`src/rtl/ram_fifo_ctrl_if.sv`:
```
// Signal bundle between the FIFO controller, its stream user and the 64x16
// dual-port RAM. The slave modport is the controller's view; the master
// modport is the surrounding environment (stream user plus RAM read data).
interface ram_fifo_ctrl_if #(
    parameter int width = 64,
    parameter int size  = 4
);
    // Stream side
    logic             flush;
    logic             push;
    logic [width-1:0] push_data;
    logic             pop;
    logic [width-1:0] pop_data;
    logic             pop_valid;
    logic             full;
    logic             empty;
    logic [size:0]    count;
    logic             overflow;
    logic             underflow;

    // RAM side
    logic             ram_wr_en;
    logic [size-1:0]  ram_wr_addr;
    logic [width-1:0] ram_din;
    logic             ram_rd_en;
    logic [size-1:0]  ram_rd_addr;
    logic [width-1:0] ram_dout;

    modport slave (
        input  flush, push, push_data, pop, ram_dout,
        output pop_data, pop_valid, full, empty, count, overflow, underflow,
               ram_wr_en, ram_wr_addr, ram_din, ram_rd_en, ram_rd_addr
    );

    modport master (
        output flush, push, push_data, pop, ram_dout,
        input  pop_data, pop_valid, full, empty, count, overflow, underflow,
               ram_wr_en, ram_wr_addr, ram_din, ram_rd_en, ram_rd_addr
    );
endinterface

```
`src/rtl/ram_fifo_ctrl.sv`:
```
// FIFO controller in front of a dual-port RAM: converts push/pop requests
// into RAM write/read strobes, owns both address pointers and the occupancy
// count, and records rejected pushes/pops in sticky flags.
// depth must equal 2**size; the pointers then wrap naturally at depth.
module ram_fifo_ctrl #(
    parameter int width = 64,
    parameter int depth = 16,
    parameter int size  = 4
) (
    input  logic              clk,
    input  logic              rst,
    ram_fifo_ctrl_if.slave    bus
);
    localparam logic [size:0] depth_c = (size+1)'(depth);

    logic [size-1:0] wptr;
    logic [size-1:0] rptr;
    logic [size:0]   count;
    logic            pop_valid;
    logic            overflow;
    logic            underflow;

    logic            full;
    logic            empty;
    logic            push_acc;
    logic            pop_acc;

    // Status flags decoded from the registered occupancy.
    assign full  = (count == depth_c);
    assign empty = (count == '0);

    // A request is accepted only when it cannot over/underrun and no clear is pending.
    assign push_acc = bus.push & ~full  & ~bus.flush & ~rst;
    assign pop_acc  = bus.pop  & ~empty & ~bus.flush & ~rst;

    // RAM strobes and addresses come straight from acceptance and the pointers.
    assign bus.ram_wr_en   = push_acc;
    assign bus.ram_wr_addr = wptr;
    assign bus.ram_din     = bus.push_data;
    assign bus.ram_rd_en   = pop_acc;
    assign bus.ram_rd_addr = rptr;

    // Read data is the RAM's registered output, qualified by pop_valid.
    assign bus.pop_data  = bus.ram_dout;
    assign bus.pop_valid = pop_valid;
    assign bus.full      = full;
    assign bus.empty     = empty;
    assign bus.count     = count;
    assign bus.overflow  = overflow;
    assign bus.underflow = underflow;

    // Pointer, occupancy, read-valid and sticky-flag registers (rst > flush > push/pop).
    always_ff @(posedge clk) begin
        // NOTE: non-blocking assignments so every register samples pre-edge values.
        if (rst) begin
            wptr      <= '0;
            rptr      <= '0;
            count     <= '0;
            pop_valid <= 1'b0;
            overflow  <= 1'b0;
            underflow <= 1'b0;
        end else begin
            // The RAM read issued this cycle returns its word next cycle.
            pop_valid <= pop_acc;

            if (bus.push && full && !bus.flush) begin
                overflow <= 1'b1;
            end
            if (bus.pop && empty && !bus.flush) begin
                underflow <= 1'b1;
            end

            if (bus.flush) begin
                wptr  <= '0;
                rptr  <= '0;
                count <= '0;
            end else begin
                wptr  <= wptr + size'(push_acc);
                rptr  <= rptr + size'(pop_acc);
                count <= count + (size+1)'(push_acc) - (size+1)'(pop_acc);
            end
        end
    end
endmodule

```
`src/flat_wrapper.sv`:
```
// flat-port wrapper written by rule: the top's interface ports become plain ports
module ram_fifo_ctrl_flat 
#(
    parameter int width = 64,
    parameter int depth = 16,
    parameter int size  = 4
)
  (clk, rst, bus_flush, bus_push, bus_push_data, bus_pop, bus_ram_dout, bus_pop_data, bus_pop_valid, bus_full, bus_empty, bus_count, bus_overflow, bus_underflow, bus_ram_wr_en, bus_ram_wr_addr, bus_ram_din, bus_ram_rd_en, bus_ram_rd_addr);
  ram_fifo_ctrl_if #(.width(width), .size(size)) bus_i ();
  input  logic clk;
  input  logic rst;
  input wire logic [$bits(bus_i.flush)-1:0] bus_flush;
  input wire logic [$bits(bus_i.push)-1:0] bus_push;
  input wire logic [$bits(bus_i.push_data)-1:0] bus_push_data;
  input wire logic [$bits(bus_i.pop)-1:0] bus_pop;
  input wire logic [$bits(bus_i.ram_dout)-1:0] bus_ram_dout;
  output wire logic [$bits(bus_i.pop_data)-1:0] bus_pop_data;
  output wire logic [$bits(bus_i.pop_valid)-1:0] bus_pop_valid;
  output wire logic [$bits(bus_i.full)-1:0] bus_full;
  output wire logic [$bits(bus_i.empty)-1:0] bus_empty;
  output wire logic [$bits(bus_i.count)-1:0] bus_count;
  output wire logic [$bits(bus_i.overflow)-1:0] bus_overflow;
  output wire logic [$bits(bus_i.underflow)-1:0] bus_underflow;
  output wire logic [$bits(bus_i.ram_wr_en)-1:0] bus_ram_wr_en;
  output wire logic [$bits(bus_i.ram_wr_addr)-1:0] bus_ram_wr_addr;
  output wire logic [$bits(bus_i.ram_din)-1:0] bus_ram_din;
  output wire logic [$bits(bus_i.ram_rd_en)-1:0] bus_ram_rd_en;
  output wire logic [$bits(bus_i.ram_rd_addr)-1:0] bus_ram_rd_addr;
  assign bus_i.flush = bus_flush;
  assign bus_i.push = bus_push;
  assign bus_i.push_data = bus_push_data;
  assign bus_i.pop = bus_pop;
  assign bus_i.ram_dout = bus_ram_dout;
  assign bus_pop_data = bus_i.pop_data;
  assign bus_pop_valid = bus_i.pop_valid;
  assign bus_full = bus_i.full;
  assign bus_empty = bus_i.empty;
  assign bus_count = bus_i.count;
  assign bus_overflow = bus_i.overflow;
  assign bus_underflow = bus_i.underflow;
  assign bus_ram_wr_en = bus_i.ram_wr_en;
  assign bus_ram_wr_addr = bus_i.ram_wr_addr;
  assign bus_ram_din = bus_i.ram_din;
  assign bus_ram_rd_en = bus_i.ram_rd_en;
  assign bus_ram_rd_addr = bus_i.ram_rd_addr;
  ram_fifo_ctrl #(.width(width), .depth(depth), .size(size)) u_core (.clk(clk), .rst(rst), .bus(bus_i));
endmodule
```
`config.mk`:
```
export PLATFORM = sky130hd
export DESIGN_NAME = ram_fifo_ctrl_flat
export DESIGN_NICKNAME = d
export VERILOG_FILES = /design/src/rtl/ram_fifo_ctrl_if.sv /design/src/rtl/ram_fifo_ctrl.sv /design/src/flat_wrapper.sv
export SDC_FILE = /design/constraint.sdc
export NUM_CORES = 1
export LEC_CHECK = 0
export ABC_CLOCK_PERIOD_IN_PS = 4200
export BUFFER_PORTS_ARGS = -buffer_cell sky130_fd_sc_hd__buf_2
export CAP_MARGIN = 20
export CELL_PAD_IN_SITES_DETAIL_PLACEMENT = 0
export CELL_PAD_IN_SITES_GLOBAL_PLACEMENT = 1
export CORE_AREA = 2 2 108 110
export CTS_BUF_LIST = sky130_fd_sc_hd__clkbuf_16
export DETAILED_ROUTE_END_ITERATION = 8
export DIE_AREA = 0 0 110 112
export GPL_ROUTABILITY_DRIVEN = 0
export PLACE_DENSITY_LB_ADDON = 0.1
export SLEW_MARGIN = 20
export SYNTH_ARGS = -nofsm -noshare
export SYNTH_HDL_FRONTEND = slang
export SYNTH_SLANG_ARGS = --single-unit
```
`constraint.sdc`:
```
create_clock -name clk -period 4.2 [get_ports clk]
set_clock_uncertainty 0.1 [all_clocks]
set_input_delay 0.42 -clock clk [delete_from_list [all_inputs] [get_ports clk]]
set_output_delay 0.42 -clock clk [all_outputs]
set_load 0.005 [all_outputs]
```
Yosys cells after proc, flatten, opt, wreduce, memory -nomap -nowiden
Index checks and enable logic that the tools add are counted.
W data, S select, Z words.
{ "word_totals": {"reg_bits": 16} }
{ "classes": {"bitwise_logic": 10, "addsub": 4, "n_eq_ne": 1, "reduce_logical": 7} }
{ "op_table": {"columns": ["operator", "n"], "rows": [
  ["$add A4 B1 Y4", 2],
  ["$and A1 B1 Y1", 6],
  ["$add A5 B1 Y5", 1],
  ["$eq A5 B5 Y1 const B", 1],
  ["$logic_not A5 Y1", 1],
  ["$sub A5 B1 Y5", 1],
  ["$logic_and A1 B1 Y1", 4],
  ["$not A1 Y1", 4],
  ["$reduce_or A2 Y1", 1],
  ["$logic_not A1 Y1", 1]
]} }

Depth between registers and ports, before layout
{ "logic_depth": {"ltp_word": 7, "ltp_mapped": 12} }

Worst setup path after synthesis
Ideal clock, no wire load.
{ "synth_path": {"path_type": "input to register", "start": "input rst", "end": "register u_core.count[4], in the netlist u_core.bus.count[4]", "n_path_buf": 0, "path_slack_ps": 1564, "setup_ps": 70, "required_ps": 4030, "stages": 11, "arrival_time_ps": 2465, "path_cell_list": "nor2_1 > nand2_1 > nor2_1 > ha_1 > inv_1 > ha_1 > inv_1 > fa_1 > nand2b_1 > a2111oi_4 > o21bai_1"} }
{ "synth_rtl": {"columns": ["item", "line_no", "text"], "rows": [
  ["start, declared", "flat_wrapper.sv:11", "input logic rst;"],
  ["$not A1 Y1", "ram_fifo_ctrl.sv:34", "assign pop_acc = bus.pop & ~empty & ~bus.flush & ~rst;"],
  ["$and A1 B1 Y1", "ram_fifo_ctrl.sv:34", null],
  ["net bus_ram_rd_en", "flat_wrapper.sv:27", "output wire logic [$bits(bus_i.ram_rd_en)-1:0] bus_ram_rd_en;"],
  ["$sub A5 B1 Y5", "ram_fifo_ctrl.sv:80", "count <= count + (size+1)'(push_acc) - (size+1)'(pop_acc);"],
  ["end signal, assigned", "ram_fifo_ctrl.sv:80", null],
  ["end, declared", "ram_fifo_ctrl.sv:18", "logic [size:0] count;"]
]} }
The timed path passes the listed nets, and every way through them passes these cells.
A chain may end at the register's enable or synchronous reset.

Worst setup path after layout
{ "layout_path": {"start": "register u_core.count[2], in the netlist u_core.bus.count[2]", "end": "register u_core.count[4], in the netlist u_core.bus.count[4]"} }
{ "layout_via": {"elab_chain_len": 7} }
{ "layout_rtl": {"columns": ["item", "line_no", "text"], "rows": [
  ["$eq A5 B5 Y1", "ram_fifo_ctrl.sv:29", "assign full = (count == depth_c);"],
  ["$not A1 Y1", "ram_fifo_ctrl.sv:33", "assign push_acc = bus.push & ~full & ~bus.flush & ~rst;"],
  ["$and A1 B1 Y1 (3 in series)", "ram_fifo_ctrl.sv:33", null],
  ["$add A5 B1 Y5", "ram_fifo_ctrl.sv:80", null],
  ["$sub A5 B1 Y5 *", "ram_fifo_ctrl.sv:80", null]
]} }
Mark *: on every way between the ends. The rest lies on a longest branch, timed or not.

==> run_summary.xml <==
<?xml version="1.0" encoding="UTF-8"?>
<metrics>
  <group name="floorplanning">
    <metric name="die_w" unit="um">110</metric>
    <metric name="pin_count" unit="">281</metric>
    <metric name="placementRows" unit="">39</metric>
    <metric name="start_util" unit="">0.157</metric>
    <metric name="fp.dieH" unit="um">112</metric>
    <metric name="fp.dieArea" unit="um^2">12300</metric>
    <metric name="core-area" unit="um^2">11200</metric>
  </group>
  <group name="worst_setup_path">
    <metric name="crit_buf_inv" unit="">3</metric>
    <metric name="category_of_the_worst_setup_path_capture_point" unit="">flip-flop</metric>
    <metric name="worst_setup_path_start_kind" unit="">flip-flop</metric>
    <metric name="cp.depth" unit="">12</metric>
    <metric name="cp_cell_sequence" unit="">inv_1, ha_1, nor4b_4, nor2_1, ha_1, inv_1, ha_1, inv_1, fa_1, nand2b_1, a2111oi_4, o21bai_1</metric>
    <metric name="worstReg2RegEnd" unit="">u_core.bus.count[4]</metric>
    <metric name="rrSetupSlack" unit="ns">1.45</metric>
    <metric name="worst_path_largest_cell_delay" unit="ns">0.39</metric>
    <metric name="crit_slowest_cell" unit="">sky130_fd_sc_hd__fa_1</metric>
    <metric name="regToRegStartpoint" unit="">u_core.bus.count[2]</metric>
    <metric name="critical_path.top_delay_family" unit="">adder cells</metric>
    <metric name="cp.required" unit="ns">4.28</metric>
    <metric name="worst_r2r_path_depth" unit="">12</metric>
    <metric name="critical_path.endpoint" unit="">u_core.bus.count[4]</metric>
    <metric name="worstPathMaxFanout" unit="">4</metric>
    <metric name="arrival_time_reported_for_the_critical_path_endpoint" unit="ns">2.83</metric>
    <metric name="timing.critical_path.from" unit="">u_core.bus.count[2]</metric>
    <metric name="critical_path_class" unit="">reg2reg</metric>
  </group>
  <group name="logic_synthesis">
    <metric name="synth.ff_latch_count" unit="">16</metric>
    <metric name="synth_top_area_frac" unit="">0.547</metric>
    <metric name="synth_top_cells_by_count" unit="">sky130_fd_sc_hd__buf_4 (128), sky130_fd_sc_hd__dfxtp_1 (16), sky130_fd_sc_hd__nor2_1 (13), sky130_fd_sc_hd__ha_1 (10), sky130_fd_sc_hd__inv_1 (8)</metric>
    <metric name="synth_enable_flop_cells" unit="">0</metric>
    <metric name="combined_area_of_all_synthesized_cells" unit="um^2">1760</metric>
    <metric name="synth-async-reset-ratio" unit="">0</metric>
    <metric name="mappedNetlistNets" unit="">352</metric>
    <metric name="syn-mean-instance-area" unit="um^2">8.44</metric>
    <metric name="synth_most_common_cell" unit="">sky130_fd_sc_hd__buf_4</metric>
    <metric name="syn_inst" unit="">208</metric>
    <metric name="ys_seq_area_frac" unit="">0.182</metric>
    <metric name="yosys_warnings" unit="">0</metric>
    <metric name="yosys-top-cells-area" unit="">sky130_fd_sc_hd__buf_4 (55%), sky130_fd_sc_hd__dfxtp_1 (18%), sky130_fd_sc_hd__ha_1 (7.1%)</metric>
    <metric name="yosys.cell_types.count" unit="">24</metric>
    <metric name="synth_top_flop_cell" unit="">sky130_fd_sc_hd__dfxtp_1</metric>
    <metric name="synth_largest_area_cell" unit="">sky130_fd_sc_hd__buf_4</metric>
  </group>
  <group name="timing">
    <metric name="report.final.setup_viol" unit="">0</metric>
    <metric name="grt_setup_unrepaired" unit="">no</metric>
    <metric name="holdWs" unit="ns">0.278</metric>
    <metric name="timing_worst_slew_pin_value" unit="ns">0.404</metric>
    <metric name="setup_tns" unit="ns">0</metric>
    <metric name="relSlewSlack" unit="">0.731</metric>
    <metric name="final-hold-violation-count" unit="">0</metric>
    <metric name="max_freq" unit="MHz">363</metric>
    <metric name="layout_min_cycle_time" unit="ns">2.75</metric>
    <metric name="timing.final.max_slew_violations" unit="">0</metric>
    <metric name="final_min_period_over_clock_period" unit="">0.655</metric>
  </group>
  <group name="clock_tree">
    <metric name="clkLatencyLatePin" unit="ns">0.25</metric>
    <metric name="numClockSinks" unit="">16</metric>
    <metric name="cts.hold.buffers_added" unit="">0</metric>
    <metric name="tritoncts.num_buffers" unit="">3</metric>
    <metric name="cts_resizes" unit="">0</metric>
    <metric name="clk_root_buffer_cell" unit="">sky130_fd_sc_hd__clkbuf_16</metric>
    <metric name="cts_setup_buffers" unit="">0</metric>
    <metric name="cts.clk_slew.worst_paths" unit="ns">0.06</metric>
    <metric name="clock_tree.buffer_depth" unit="">2</metric>
    <metric name="cts_tree" unit="">built</metric>
    <metric name="cts_max_level" unit="">1</metric>
  </group>
  <group name="min_path">
    <metric name="worstHoldPathType" unit="">in2reg</metric>
    <metric name="holdPathStages" unit="">2</metric>
  </group>
  <group name="finish">
    <metric name="antenna-diode-count" unit="">0</metric>
    <metric name="final_core_util" unit="">0.105</metric>
    <metric name="post_route_cells_drive_above_1_share" unit="">0.287</metric>
    <metric name="design.final.nets" unit="">253</metric>
    <metric name="postLayoutCellArea" unit="um^2">1170</metric>
    <metric name="fillers" unit="">1270</metric>
    <metric name="layout-area-overhead-vs-synth" unit="%">-33.1</metric>
  </group>
  <group name="grt">
    <metric name="grt_remaining_overflow" unit="">0</metric>
    <metric name="grt_first_pass_wirelength" unit="um">4640</metric>
    <metric name="first_global_vias" unit="">865</metric>
    <metric name="grt_antenna_before_repair" unit="">0</metric>
    <metric name="globalRouteTotalUtil" unit="">0.0520</metric>
    <metric name="maximum_number_of_pins_on_one_net_before_global_route_repair" unit="">10</metric>
  </group>
  <group name="power_and_ir_drop">
    <metric name="power.density_cell_area" unit="nW/um^2">327</metric>
    <metric name="cellLeakagePower" unit="nW">0.509</metric>
    <metric name="total_power" unit="mW">0.384</metric>
    <metric name="vdd.ir_drop.worst" unit="uV">85.4</metric>
  </group>
  <group name="route">
    <metric name="total_via_count_after_detailed_routing" unit="">759</metric>
    <metric name="route.detailed.drc" unit="">0</metric>
    <metric name="drt_pass1_iterations" unit="">2</metric>
    <metric name="drt-initial-drc-count" unit="">11</metric>
    <metric name="routed_length_per_instance" unit="um">12.4</metric>
    <metric name="avgViaCountPerCell" unit="">3.02</metric>
    <metric name="antenna_violation_net_count_after_detailed_routing" unit="">0</metric>
    <metric name="drt-total-wl" unit="um">3120</metric>
  </group>
  <group name="placement">
    <metric name="post-dp-hpwl" unit="um">2510</metric>
    <metric name="place.port_buffers" unit="">24</metric>
    <metric name="placed_cell_area" unit="um^2">1100</metric>
  </group>
  <group name="outcome">
    <metric name="status" unit="">finished, final reports clean</metric>
  </group>
  <group name="run">
    <metric name="max_cap_viol_count" unit="">0</metric>
  </group>
</metrics>
-- logic make-up after synthesis --
group,synth area share
compound gates,0.0371
xor+xnor,0.0299
fa+ha+maj,0.0827
buf+inv,0.567
flops,0.182
mux,0.00570
simple gates,0.0948
-- how the worst min path moves through the flow --
stage                        startpoint  slack (ns)                    to
global placement    u_core.bus.overflow        0.37   u_core.bus.overflow
detailed placement  u_core.bus.overflow        0.35   u_core.bus.overflow
global route                        rst        0.30  u_core.bus.underflow
floorplan           u_core.bus.overflow        0.36   u_core.bus.overflow
finish                              rst        0.28   u_core.bus.overflow
CTS                                 rst        0.28   u_core.bus.overflow
-- cell type report --
type	count	area [um^2]	share of cell area
inverter	8	30.0	0.0256
clock buffer	3	75.1	0.0639
multi-input combinational	55	439	0.374
tap	143	179	0.152
sequential	16	320	0.273
timing repair buffer	25	128	0.109
clock inverter	1	3.75	0.00319
-- cell usage in the layout, fill, tap and decap left out --
master / instances
sky130_fd_sc_hd__a2111oi_4: 1
sky130_fd_sc_hd__a21o_1: 1
sky130_fd_sc_hd__a21oi_1: 2
sky130_fd_sc_hd__a31oi_1: 2
sky130_fd_sc_hd__and2_1: 5
sky130_fd_sc_hd__and4bb_2: 1
sky130_fd_sc_hd__buf_2: 24
sky130_fd_sc_hd__buf_4: 1
sky130_fd_sc_hd__clkbuf_16: 3
sky130_fd_sc_hd__clkinv_1: 1
sky130_fd_sc_hd__dfxtp_1: 16
sky130_fd_sc_hd__fa_1: 1
sky130_fd_sc_hd__ha_1: 10
sky130_fd_sc_hd__inv_1: 8
sky130_fd_sc_hd__mux2i_1: 1
sky130_fd_sc_hd__nand2_1: 4
sky130_fd_sc_hd__nand2b_1: 1
sky130_fd_sc_hd__nand3_1: 2
sky130_fd_sc_hd__nor2_1: 13
sky130_fd_sc_hd__nor2b_1: 1
sky130_fd_sc_hd__nor4b_4: 1
sky130_fd_sc_hd__o21bai_1: 1
sky130_fd_sc_hd__or2_1: 1
sky130_fd_sc_hd__or3_1: 1
sky130_fd_sc_hd__xnor2_1: 3
sky130_fd_sc_hd__xor2_1: 3
-- power by group --
| part | internal (mW) | switching, mW |
|---|---|---|
| Sequential | 0.155 | 0.00293 |
| Clock | 0.127 | 0.0690 |
| Combinational | 0.0138 | 0.0168 |
| Total | 0.295 | 0.0887 |
-- registers in the layout, summed over array words and instances, names as in the netlist --
signal	flops
u_core.bus.count	5
u_core.bus.ram_rd_addr	4
u_core.bus.ram_wr_addr	4
u_core.bus.overflow	1
u_core.bus.pop_valid	1
u_core.bus.underflow	1
-- stage by stage --
stage / instances / setup WS [ns]
3_3_place_gp: 247 / 1.40
2_1_floorplan: 208 / 1.56
4_1_cts: 251 / 1.39
6_report: 251 / 1.45
3_5_place_dp: 247 / 1.36
5_1_grt: 251 / 1.20
-- routing by layer --
metal | up-vias | GRT usage | part of all wire
met2 | 46 | 0.0753 | 0.45
met4 | 0 | 0.0540 | 0.077
met3 | 41 | 0.0304 | 0.11
li1 | 319 | - | -
met1 | 353 | 0.0486 | 0.36
met5 | - | 0 | 0
-- worst reg2reg max path, stage by stage (launching register included) --
cell and delay (ns):
sky130_fd_sc_hd__dfxtp_1 0.32, sky130_fd_sc_hd__inv_1 0.08, sky130_fd_sc_hd__ha_1 0.17, sky130_fd_sc_hd__nor4b_4 0.27, sky130_fd_sc_hd__nor2_1 0.14, sky130_fd_sc_hd__ha_1 0.30, sky130_fd_sc_hd__inv_1 0.05, sky130_fd_sc_hd__ha_1 0.15
sky130_fd_sc_hd__inv_1 0.06, sky130_fd_sc_hd__fa_1 0.39, sky130_fd_sc_hd__nand2b_1 0.21, sky130_fd_sc_hd__a2111oi_4 0.28, sky130_fd_sc_hd__o21bai_1 0.15
Note: power is estimated with default switching activity, not from simulation.
